--- config.mk ---
export PLATFORM = sky130hd
export DESIGN_NAME = fetch_queue
export DESIGN_NICKNAME = d
export VERILOG_FILES = /design/src/rtl/fetch_queue.sv
export SDC_FILE = /design/constraint.sdc
export NUM_CORES = 1
export LEC_CHECK = 0
export CORE_AREA = 2 2 158 160
export CTS_CLUSTER_SIZE = 12
export DETAILED_ROUTE_END_ITERATION = 16
export DIE_AREA = 0 0 160 162
export GPL_ROUTABILITY_DRIVEN = 1
export HOLD_SLACK_MARGIN = 0.06
export PLACE_DENSITY_LB_ADDON = 0.25
export SYNTH_ARGS = -nofsm -noshare
export SYNTH_HDL_FRONTEND = slang
export SYNTH_SLANG_ARGS = --single-unit
--- constraint.sdc ---
create_clock -name clk -period 6.63 [get_ports clk]
set_input_delay 1.326 -clock clk [delete_from_list [all_inputs] [get_ports clk]]
set_output_delay 1.326 -clock clk [all_outputs]
set_load 0.01 [all_outputs]
--- src/rtl/fetch_queue.sv ---
// fetch_queue: ordered multi-outstanding fetch stage that routes PCs to the boot ROM or instruction memory.
// Optional FETCH_PERF_CNT_EN adds saturating stall-on-full and dropped-response counters.
module fetch_queue #(
    parameter int              XLEN       = 64,
    parameter int              IBUF_DEPTH = 4,
    parameter logic [XLEN-1:0] BROM_BASE  = 64'h0,
    parameter int              BROM_BYTES = 65536,
    parameter logic [XLEN-1:0] MEM_LO     = 64'h1_C000,
    parameter logic [XLEN-1:0] MEM_HI     = 64'h9FFF_FFFF,
    localparam int             BA_W       = $clog2(BROM_BYTES) - 2
) (
    input  logic            clk,
    input  logic            reset,
    input  logic [XLEN-1:0] pc_i,
    input  logic            pc_valid_i,
    output logic            pc_ready_o,
    input  logic            flush_i,
    input  logic            instr_mem_ready_i,
    output logic            instr_mem_req_o,
    output logic [XLEN-1:0] instr_mem_addr_o,
    input  logic            instr_valid_i,
    input  logic [31:0]     instr_i,
    input  logic            exc_valid_i,
    input  logic [4:0]      exc_code_i,
    output logic            instr_ready_o,
    output logic            brom_en_o,
    output logic [BA_W-1:0] brom_addr_o,
    input  logic [31:0]     brom_data_i,
    input  logic            decode_ready_i,
    output logic            instr_valid_o,
    output logic [31:0]     fetch_instr_o,
    output logic            exc_valid_o,
    output logic [4:0]      exc_code_o,
    output logic            flush_o
`ifdef FETCH_PERF_CNT_EN
    ,
    output logic [31:0]     perf_stall_full_o,
    output logic [31:0]     perf_drop_o
`endif
);

    // Entry state table
    //   E_FREE | slot unused
    //   E_PEND | memory request issued, awaiting response
    //   E_DONE | instruction or fault stored (BROM data may still be arriving this cycle)
    typedef enum logic [1:0] {E_FREE, E_PEND, E_DONE} ent_t;

    localparam int PTR_W = $clog2(IBUF_DEPTH);
    localparam int CNT_W = $clog2(IBUF_DEPTH + 1);

    ent_t        st_q    [IBUF_DEPTH];
    logic        mem_q   [IBUF_DEPTH];
    logic        exc_q   [IBUF_DEPTH];
    logic [4:0]  code_q  [IBUF_DEPTH];
    logic [31:0] instr_q [IBUF_DEPTH];

    logic [PTR_W-1:0] rd_ptr;
    logic [PTR_W-1:0] wr_ptr;
    logic [CNT_W-1:0] count;
    logic [CNT_W-1:0] drop_cnt;
    logic             brom_pend;
    logic [PTR_W-1:0] brom_idx;

    logic             full;
    logic             accept;
    logic             misaligned;
    logic [XLEN-1:0]  brom_off;
    logic             in_brom;
    logic             in_mem;
    logic             cls_brom;
    logic             cls_mem;
    logic             cls_exc;
    logic             head_done;
    logic             head_live;
    logic             pop;
    logic             resp_drop;
    logic             resp_fill;
    logic             fill_found;
    logic [PTR_W-1:0] fill_idx;
    logic [PTR_W-1:0] scan_idx;
    logic [CNT_W-1:0] pend_mem_cnt;
    logic [CNT_W:0]   drop_sum;
    logic [CNT_W-1:0] drop_next;

    assign full       = (count == CNT_W'(IBUF_DEPTH));
    assign pc_ready_o = ~full & instr_mem_ready_i & ~flush_i;
    assign accept     = pc_valid_i & pc_ready_o;

    assign misaligned = (pc_i[1:0] != 2'b00);
    assign brom_off   = pc_i - BROM_BASE;
    assign in_brom    = (pc_i >= BROM_BASE) && (brom_off < XLEN'(BROM_BYTES));
    assign in_mem     = (pc_i >= MEM_LO) && (pc_i <= MEM_HI);

    assign cls_brom = accept & ~misaligned & in_brom;
    assign cls_mem  = accept & ~misaligned & ~in_brom & in_mem;
    assign cls_exc  = accept & ~cls_brom & ~cls_mem;

    assign brom_en_o        = cls_brom;
    assign brom_addr_o      = cls_brom ? brom_off[BA_W+1:2] : '0;
    assign instr_mem_req_o  = cls_mem;
    assign instr_mem_addr_o = cls_mem ? pc_i : '0;
    assign instr_ready_o    = 1'b1;
    assign flush_o          = flush_i;

    // BROM data is forwarded straight from the ROM in the cycle it arrives
    assign head_done     = (st_q[rd_ptr] == E_DONE);
    assign head_live     = brom_pend && (brom_idx == rd_ptr);
    assign instr_valid_o = head_done & ~flush_i & ~exc_q[rd_ptr];
    assign exc_valid_o   = head_done & ~flush_i & exc_q[rd_ptr];
    assign fetch_instr_o = instr_valid_o ? (head_live ? brom_data_i : instr_q[rd_ptr]) : 32'h0;
    assign exc_code_o    = exc_valid_o ? code_q[rd_ptr] : 5'h0;
    assign pop           = head_done & decode_ready_i & ~flush_i;

    always_comb begin
        fill_found   = 1'b0;
        fill_idx     = '0;
        scan_idx     = '0;
        pend_mem_cnt = '0;
        for (int i = 0; i < IBUF_DEPTH; i++) begin
            scan_idx = rd_ptr + PTR_W'(i);
            if (st_q[scan_idx] == E_PEND && mem_q[scan_idx]) begin
                pend_mem_cnt = pend_mem_cnt + CNT_W'(1);
                if (!fill_found) begin
                    fill_found = 1'b1;
                    fill_idx   = scan_idx;
                end
            end
        end
    end

    assign resp_drop = instr_valid_i & (drop_cnt != '0);
    assign resp_fill = instr_valid_i & (drop_cnt == '0) & fill_found;

    // Requests still in flight at a flush become responses to discard
    always_comb begin
        drop_sum = {1'b0, drop_cnt};
        if (resp_drop)
            drop_sum = drop_sum - (CNT_W+1)'(1);
        if (flush_i)
            drop_sum = drop_sum + {1'b0, pend_mem_cnt} - (CNT_W+1)'(resp_fill);
        drop_next = (drop_sum > (CNT_W+1)'(IBUF_DEPTH)) ? CNT_W'(IBUF_DEPTH) : drop_sum[CNT_W-1:0];
    end

    always_ff @(posedge clk or posedge reset) begin
        if (reset) begin
            for (int i = 0; i < IBUF_DEPTH; i++) begin
                st_q[i]    <= E_FREE;
                mem_q[i]   <= 1'b0;
                exc_q[i]   <= 1'b0;
                code_q[i]  <= 5'h0;
                instr_q[i] <= 32'h0;
            end
            rd_ptr    <= '0;
            wr_ptr    <= '0;
            count     <= '0;
            drop_cnt  <= '0;
            brom_pend <= 1'b0;
            brom_idx  <= '0;
        end else begin
            drop_cnt <= drop_next;
            if (flush_i) begin
                for (int i = 0; i < IBUF_DEPTH; i++)
                    st_q[i] <= E_FREE;
                rd_ptr    <= '0;
                wr_ptr    <= '0;
                count     <= '0;
                brom_pend <= 1'b0;
            end else begin
                if (brom_pend)
                    instr_q[brom_idx] <= brom_data_i;
                if (resp_fill) begin
                    st_q[fill_idx]    <= E_DONE;
                    exc_q[fill_idx]   <= exc_valid_i;
                    code_q[fill_idx]  <= exc_code_i;
                    instr_q[fill_idx] <= instr_i;
                end
                if (pop) begin
                    st_q[rd_ptr] <= E_FREE;
                    rd_ptr       <= rd_ptr + PTR_W'(1);
                end
                if (accept) begin
                    st_q[wr_ptr]    <= cls_mem ? E_PEND : E_DONE;
                    mem_q[wr_ptr]   <= cls_mem;
                    exc_q[wr_ptr]   <= cls_exc;
                    code_q[wr_ptr]  <= misaligned ? 5'd0 : 5'd1;
                    instr_q[wr_ptr] <= 32'h0;
                    wr_ptr          <= wr_ptr + PTR_W'(1);
                end
                brom_pend <= cls_brom;
                brom_idx  <= wr_ptr;
                count     <= count + CNT_W'(accept) - CNT_W'(pop);
            end
        end
    end

    resp_without_request: assert property (@(posedge clk) disable iff (reset)
        !(instr_valid_i && (drop_cnt == '0) && !fill_found));

`ifdef FETCH_PERF_CNT_EN
    always_ff @(posedge clk or posedge reset) begin
        if (reset) begin
            perf_stall_full_o <= 32'h0;
            perf_drop_o       <= 32'h0;
        end else begin
            if (pc_valid_i && full && perf_stall_full_o != 32'hFFFF_FFFF)
                perf_stall_full_o <= perf_stall_full_o + 32'h1;
            if (resp_drop && perf_drop_o != 32'hFFFF_FFFF)
                perf_drop_o <= perf_drop_o + 32'h1;
        end
    end
`endif

endmodule

# Word level (Yosys, flattened, before mapping)
# Index checks and enable logic that the tools add are counted.
[op_classes] n_eq_ne=7 mux=109 n_addsub=12 n_reduce_logical=17 order_cmp=16 n_bitwise=38
[op_table] cell="2-to-1 mux 128 bit" n=5
[op_table] cell="bitwise mux 128 bit" n=2
[op_table] cell="2-to-1 mux 32 bit" n=7
[op_table] cell="demux 32 bit (select 2 bit)" n=3
[op_table] cell="AND 128 bit" n=1
[op_table] cell="NOT 128 bit" n=1
[op_table] cell="binary-select mux 32 bit (select 2 bit)" n=1
[op_table] cell="greater-or-equal comparator 64 x 1 -> 1 bit, second input constant" n=1
[op_table] cell="greater-or-equal comparator 64 x 17 -> 1 bit, second input constant" n=1
[op_table] cell="<= comparator 64 x 32 -> 1 bit, second input constant" n=1
[op_table] cell="< comparator 64 x 17 -> 1 bit, second input constant" n=1
[op_table] cell="2-to-1 mux 64 bit" n=1
[op_table] cell="2-to-1 mux 20 bit" n=3
[op_table] cell="2-to-1 mux 8 bit" n=6
[op_table] cell="2-to-1 mux 2 bit" n=23
[op_table] cell="bitwise mux 20 bit" n=2
[op_table] cell="2-to-1 mux 5 bit" n=5
[op_table] cell="greater-or-equal comparator 3 bit, second input constant" n=7
[op_table] cell="NOT 2 -> 3 bit" n=7
[op_table] cell="demux 5 bit (select 2 bit)" n=2
[op_table] cell="2-to-1 mux 4 bit" n=5
[op_table] cell="2-to-1 mux 1 bit" n=19
[op_table] cell="AND 1 bit" n=17
[op_table] cell="binary-select mux 2 bit (select 2 bit)" n=4
[op_table] cell="other kinds (33)" n=74
[totals] reg_bits=177 output_inout_bits=122 wordCells=225

# Longest topological paths before layout
[logic_depth] word_depth=28 ltp_mapped=18

# Least setup slack after synthesis
# No wires, ideal clock.
[synth_path] path_type="input to output" startpoint="input flush_i" endpoint="output brom_addr_o[10]" t_required_ns=5.304 arrival_time_ns=3.338 stages=8 path_slack_ns=1.966 path_cell_list="nand2b_1 a21oi_1 and2_1 buf_2 and3_1 nor3b_1 clkbuf_1 and2_1"
[synth_via] elab_chain_cells=6
[synth_lines] element="start: declaration" line_no="17" text="input logic flush_i,"
[synth_lines] element="NOT 1 bit (no line)"
[synth_lines] element="AND 1 bit" line_no="86" text="assign pc_ready_o = ~full & instr_mem_ready_i & ~flush_i;"
[synth_lines] element="via pc_ready_o" line_no="16" text="output logic pc_ready_o,"
[synth_lines] element="AND 1 bit" line_no="87" text="assign accept = pc_valid_i & pc_ready_o;"
[synth_lines] element="AND 1 bit (2 in a row)" line_no="94" text="assign cls_brom = accept & ~misaligned & in_brom;"
[synth_lines] element="via brom_en_o" line_no="26" text="output logic brom_en_o,"
[synth_lines] element="2-to-1 mux 14 bit" line_no="99" text="assign brom_addr_o = cls_brom ? brom_off[BA_W+1:2] : '0;"
[synth_lines] element="end: declaration" line_no="27" text="output logic [BA_W-1:0] brom_addr_o,"
# The timed path passes the listed nets, and every way through them passes these cells.

# Worst setup path after layout
[layout_path] startpoint="input pc_i[52]" endpoint="output instr_mem_addr_o[28]"
[layout_via] elab_chain_cells=6 elab_cells_between_ends=10 cone_classes="4 x order compare; 1 x mux; 3 x bitwise; 2 x reduce/logical"
[layout_lines] element="start: declaration" line_no="14" text="input logic [XLEN-1:0] pc_i,"
[layout_lines] element="greater-or-equal comparator 64 x 1 -> 1 bit / < comparator 64 x 17 -> 1 bit (equally long branches)" line_no="91" text="assign in_brom = (pc_i >= BROM_BASE) && (brom_off < XLEN'(BROM_BYTES));"
[layout_lines] element="logical AND 1 bit" line_no="91"
[layout_lines] element="NOT 1 bit" line_no="95" text="assign cls_mem = accept & ~misaligned & ~in_brom & in_mem;"
[layout_lines] element="AND 1 bit" line_no="95"
[layout_lines] element="AND 1 bit *" line_no="95"
[layout_lines] element="2-to-1 mux 64 bit *" line_no="101" text="assign instr_mem_addr_o = cls_mem ? pc_i : '0;"
[layout_lines] element="end: declaration" line_no="20" text="output logic [XLEN-1:0] instr_mem_addr_o,"
# Every way passes the cells marked *; elsewhere a longest branch is shown, timed or not.

==> impl_metrics.ini <==
[outcome]
status = finished clean

[cts]
cts_tree = built
cts_hold_buf = 0
numCtsBuffers = 17
cts-resized-gates = 0
cts_buffer_depth = 2
path_clk_slew_ns = 0.07
postCtsSetupBuffers = 0
cts-htree-levels = 4
root_buffer = clkbuf_16
cts.sinks = 177
clk_latency_ns = 0.44

[synth]
postSynthCellCount = 1291
synthFlopType = dfrtp_1
synth-seq-area-share = 0.350
syn_area_per_cell_um2 = 9.80
synth-edff-count = 0
yosys_warnings = 0
netlist_area_um2 = 12700
yosysUniqueCellTypes = 59
synth-seq-cells = 177
synthArstFlopShare = 1.00

[worst_setup_path]
startpoint_type = input port
reg2reg_depth = 11
slowest_stage = and3_1
cp_data_required_time_ns = 5.30
regToRegStartpoint = rd_ptr[1]
worstPathCellList = clkdlybuf4s50_1 -> nor4_1 -> nand4_1 -> nor4_1 -> and3_1 -> and3_1 -> and2_1 -> clkdlybuf4s50_1
path_max_fanout = 32
crit_start = pc_i[52]
reg2reg_setup_slack_ns = 1.89
critPathCaptureType = output pin
crit_type = in2out
max_stage_delay_ns = 0.71
reg2reg_to = instr_q[44]
crit_path_end = instr_mem_addr_o[28]
worstPathArrival_ns = 4.42
crit_buf_inv = 2
cp.depth = 8
cpLargestDelayFamily = simple AND/OR/NAND/NOR gates

[detailed_routing]
drc_errors = 0
wl_per_cell_um = 20.6
via_per_inst = 5.93
vias = 10666
drtIter0Drc = 850
routed_wl_um = 37000
drt_first_pass_iters = 6
drtAntennaViolNets = 0

[place]
place_congestion = 0.894
placed_area_um2 = 14900
dpl.hpwl_um = 23800
dp_cells = 1766
dp_slack_ns = 0.957
portBuffers = 227

[power_and_ir_drop]
finalPower_mw = 2.88
power_leakage_nw = 6.73
power_density_nw_per_um2 = 186
peakVddDrop_v = 0.000148

[finish]
final_common_cell = clkdlybuf4s50_1
synthToLayoutAreaGrowth_pct = 22.2
fin_nets = 1627
fillers = 1979
fin_cells = 1798
fin_util = 0.642
diodes = 0
fin_area_um2 = 15500
layout_common_cells = 226 x clkdlybuf4s50_1, 224 x nand2_1, 175 x dfrtp_1
layout-drive-gt1-share = 0.168

[floorplanning]
ios = 263
dieHeight_um = 162
core-area_um2 = 24100
floorplan.die_area_um2 = 25900
start_util = 0.525
die_w_um = 160
fp-row-count = 57

[global_route]
antenna_found_initial = 0
overflow = 0
grt_pass1_wl_um = 59100
grt_pass1_vias = 10716
grt_max_degree = 94
grt_use_total = 0.287

[sta]
min_period_ns = 5.75
fin_ws_ns = 0.881
final.setup_skew_ns = 0.0111
min_period_over_period = 0.867
tightestPinTransition_ns = 1.12
setup_viol = 0
drv_slew = 0
worst_hold_slack_ns = 0.504
relSlewSlack = 0.255
setup-tns-final_ns = 0
grt_setup_unrepaired = no
hold_viol = 0
fmax_ghz = 0.174

[job]
max-cap-violations = 0

[min_path]
hold_class = reg2reg
hp-start = code_q[11]
sequential cells by signal, summed over array words and instances (netlist names):
signal / count
brom_idx: 2
brom_pend: 1
code_q: 20
count: 3
drop_cnt: 3
exc_q: 4
instr_q: 128
mem_q: 4
rd_ptr: 2
st_q: 8
wr_ptr: 2
cells in the mapped netlist, types with 3 or more instances:
master	n	area (µm²)
buf_1	6	22.5
a21o_1	4	30.0
mux2_2	129	1450
a21oi_1	49	245
mux2i_1	133	1330
nand3b_1	7	52.6
and3_1	14	87.6
o221ai_1	3	26.3
nand2b_1	8	50.1
o22ai_1	5	31.3
dfrtp_1	177	4430
nor2b_1	11	68.8
or2_2	4	25.0
nor4_1	14	87.6
a221o_1	6	60.1
nand2_1	224	841
nor3b_1	3	22.5
buf_2	8	40.0
xnor2_1	12	105
nand3_1	7	35.0
and2_1	50	313
buf_4	45	338
ha_1	23	288
buf_6	7	78.8
clkbuf_1	62	233
o21ai_0	82	410
mux4_2	42	946
o21ai_1	56	280
inv_1	35	131
nor2_1	13	48.8
or4_1	3	22.5
a22o_1	12	105
cells by family (layout without fill, tap and decap cells):
logic type	count (synthesis)	in the layout	synth area share
other cells	2	35	0.000594
simple gates	372	372	0.141
buf+inv	166	316	0.0695
compound gates	229	229	0.105
xor+xnor	14	14	0.00969
flops	177	177	0.350
mux	306	306	0.298
fa+ha+maj	25	25	0.0259
where the power goes:
| group | switching [mW] | internal (mW) |
|---|---|---|
| combinational | 0.301 | 0.325 |
| clock | 0.470 | 0.495 |
| sequential | 0.0929 | 1.19 |
worst min-delay path by stage:
stage	to	cells past startpoint
global route	code_q[19]	1
detailed placement	code_q[16]	1
finish	code_q[11]	1
global placement	instr_q[8]	2
CTS	code_q[11]	1
floorplan	instr_q[32]	2
metal layers:
metal  vias up  track usage  share of wire
li1       4842            -              -
met1      5337        0.386           0.42
met2       421        0.482           0.49
met3        66       0.0488          0.067
met4         0       0.0790          0.020
met5         -            0              0
cell type report:
| cell class | count | area, µm² | share of cell area |
|---|---|---|---|
| Multi-Input combinational cell | 981 | 7500 | 0.485 |
| Timing Repair Buffer | 248 | 2440 | 0.158 |
| Sequential cell | 177 | 4430 | 0.287 |
| Tap cell | 324 | 405 | 0.0262 |
| Clock inverter | 14 | 108 | 0.00696 |
| Inverter | 36 | 143 | 0.00922 |
| Clock buffer | 18 | 439 | 0.0284 |
Note: power is estimated with default switching activity, not from simulation.
==> variant (same settings) <==
Add a define of `FETCH_PERF_CNT_EN`.
--- a/src/rtl/fetch_queue.sv
+++ b/src/rtl/fetch_queue.sv
@@ -1,5 +1,7 @@
 // fetch_queue: ordered multi-outstanding fetch stage that routes PCs to the boot ROM or instruction memory.
 // Optional FETCH_PERF_CNT_EN adds saturating stall-on-full and dropped-response counters.
+`define FETCH_PERF_CNT_EN
+
 module fetch_queue #(
     parameter int              XLEN       = 64,
     parameter int              IBUF_DEPTH = 4,
New outputs: perf_drop_o and perf_stall_full_o. Check against the original RTL: not settled (the Yosys comparison gave no result); the edit may change what the design does.
==> variant against the original RTL <==
- wire length increased by 22%
- sequential cell count increased by 64
- total power grew 45%
- setup slack got worse by 0.20 ns
- sequential power is 40% higher
- area after synthesis is 22% higher
- design area up 24%
- worst hold slack lost 0.018 ns
- critical path type unchanged
- critical endpoint is now instr_mem_addr_o[22]
- highest routed layer is now met5
==> variant: results (changes against the original RTL) <==
routing:
  num_vias: 13280  # was 10670
  drt_iter0_drc: 1160  # was 850
  wire_per_inst_um: 21.26  # was 20.57 um
  totalWireLength_um: 45290  # was 36990 um
clocking:
  cts.path.max_buffers: 3  # was 2
  clk_latency_ns: 0.53  # was 0.44 ns
  post_cts_resized: 0  # unchanged
  cts_made_buffers: 26  # was 17
  clk_pin_slew_worst_paths_ns: 0.05  # was 0.07 ns
  ctsHtreeMaxLevel: 1  # was 4
  cts-root-buf: "clkbuf_16"  # unchanged
  cts_setup_buffers: 0  # unchanged
layout:
  finalNetCount: 1955  # was 1627
  drive_gt1_share_pct: 14.07  # was 16.82%
  top_regs: "instr_q (128), perf_drop_o (32), perf_stall_full_o (32)"  # was instr_q (128), code_q (20), st_q (8)
timing:
  fin_skew_ns: 0.01039  # was 0.01109 ns
  worst_pin_slew_ns: 1.222  # was 1.117 ns
  setup_violations: 0  # unchanged
place:
  dp_hpwl_um: 29010  # was 23760 um
  place_congestion: 0.9404  # was 0.8938
  port_buffers: 291  # was 227
critical_path:
  worstPathArrival_ns: 4.62  # was 4.42 ns
  slowest_delay_ns: 0.76  # was 0.71 ns
yosys:
  ys_seq_area_share_pct: 39.19  # was 35.00%
  synthAdderAreaFrac_pct: 2.293  # was 2.591%
  netlist_top_cells_count: "nand2_1, dfrtp_1, o21ai_0"  # was nand2_1, dfrtp_1, mux2i_1
  yosysUniqueCellTypes: 62  # was 59
  muxShareOfSynthArea_pct: 24.40  # was 29.80%
  synth_xor_area_share_pct: 4.155  # was 0.9690%
  synth_compound_area_share_pct: 8.847  # was 10.53%
  synth_area_leaders: "dfrtp_1, mux2_2, mux2i_1"  # unchanged
  synth_cells: 1545  # was 1291
global_route:
  track_usage_pct: 34.51  # was 28.67%
  grt_pass1_wl_um: 72250  # was 59110 um
  grt_pass1_vias: 13690  # was 10720
  antenna_found_initial: 3  # was 0
  grt_max_degree: 189  # was 94
pwr:
  vdd_ir_drop_max_mv: 0.2222  # was 0.1481 mV
  p_clk_mw: 1.43  # was 965 uW
  netSwitchingFraction_pct: 28.68  # was 30.03%
  p_leak_nw: 8.407  # was 6.734 nW
  p_comb_share_pct: 22.8  # was 21.8%
run_status:
  status: "completed"  # unchanged
[variant: stage by stage]
step | worst slack, ns | power (mW) | cell area, um2
after floorplan | 1.991 | 2.428 | 15510
after global placement | 0.8672 | 2.697 | 18370
after detailed placement | 0.7991 | 2.759 | 18370
after CTS | 0.7775 | 4.181 | 19200
after global routing | 0.4152 | 4.376 | 19200
final | 0.6854 | 4.183 | 19200
[variant: final timing paths]
| check | start | endpoint | slack [ns] | cells past startpoint |
|---|---|---|---|---|
| worst max-delay path | instr_mem_ready_i | instr_mem_addr_o[22] | 0.69 | 9 |
| min in group asynchronous | reset | instr_q[88] | 1.39 | 3 |
| max in group asynchronous | reset | rd_ptr[0] | 4.35 | 3 |
| worst min register to register | perf_stall_full_o[5] | perf_stall_full_o[5] | 0.49 | 1 |
| worst max register to register | rd_ptr[0] | instr_q[18] | 1.90 | 14 |
| worst min-delay path | perf_stall_full_o[5] | perf_stall_full_o[5] | 0.49 | 1 |
[variant: metal layers]
| layer | track usage, % | routed length, um | vias to the layer above |
|---|---|---|---|
| met2 | 57.75 | 22110 | 706 |
| met1 | 45.46 | 17870 | 6513 |
| li1 | - | - | 5912 |
| met5 | 0 | 9 | - |
| met3 | 5.924 | 3883 | 143 |
| met4 | 13.27 | 1411 | 2 |
[variant: layout make-up]
| cell class | instances | area (um2) | area share (%) |
|---|---|---|---|
| Clock inverter | 4 | 20.02 | 0.1043 |
| Clock buffer | 42 | 812.0 | 4.229 |
| Inverter | 27 | 105.1 | 0.5473 |
| Multi-Input combinational cell | 1177 | 8716 | 45.39 |
| Tap cell | 324 | 405.4 | 2.111 |
| Antenna cell | 1 | 2.502 | 0.01303 |
| Sequential cell | 241 | 6033 | 31.42 |
| Timing Repair Buffer | 314 | 3108 | 16.19 |
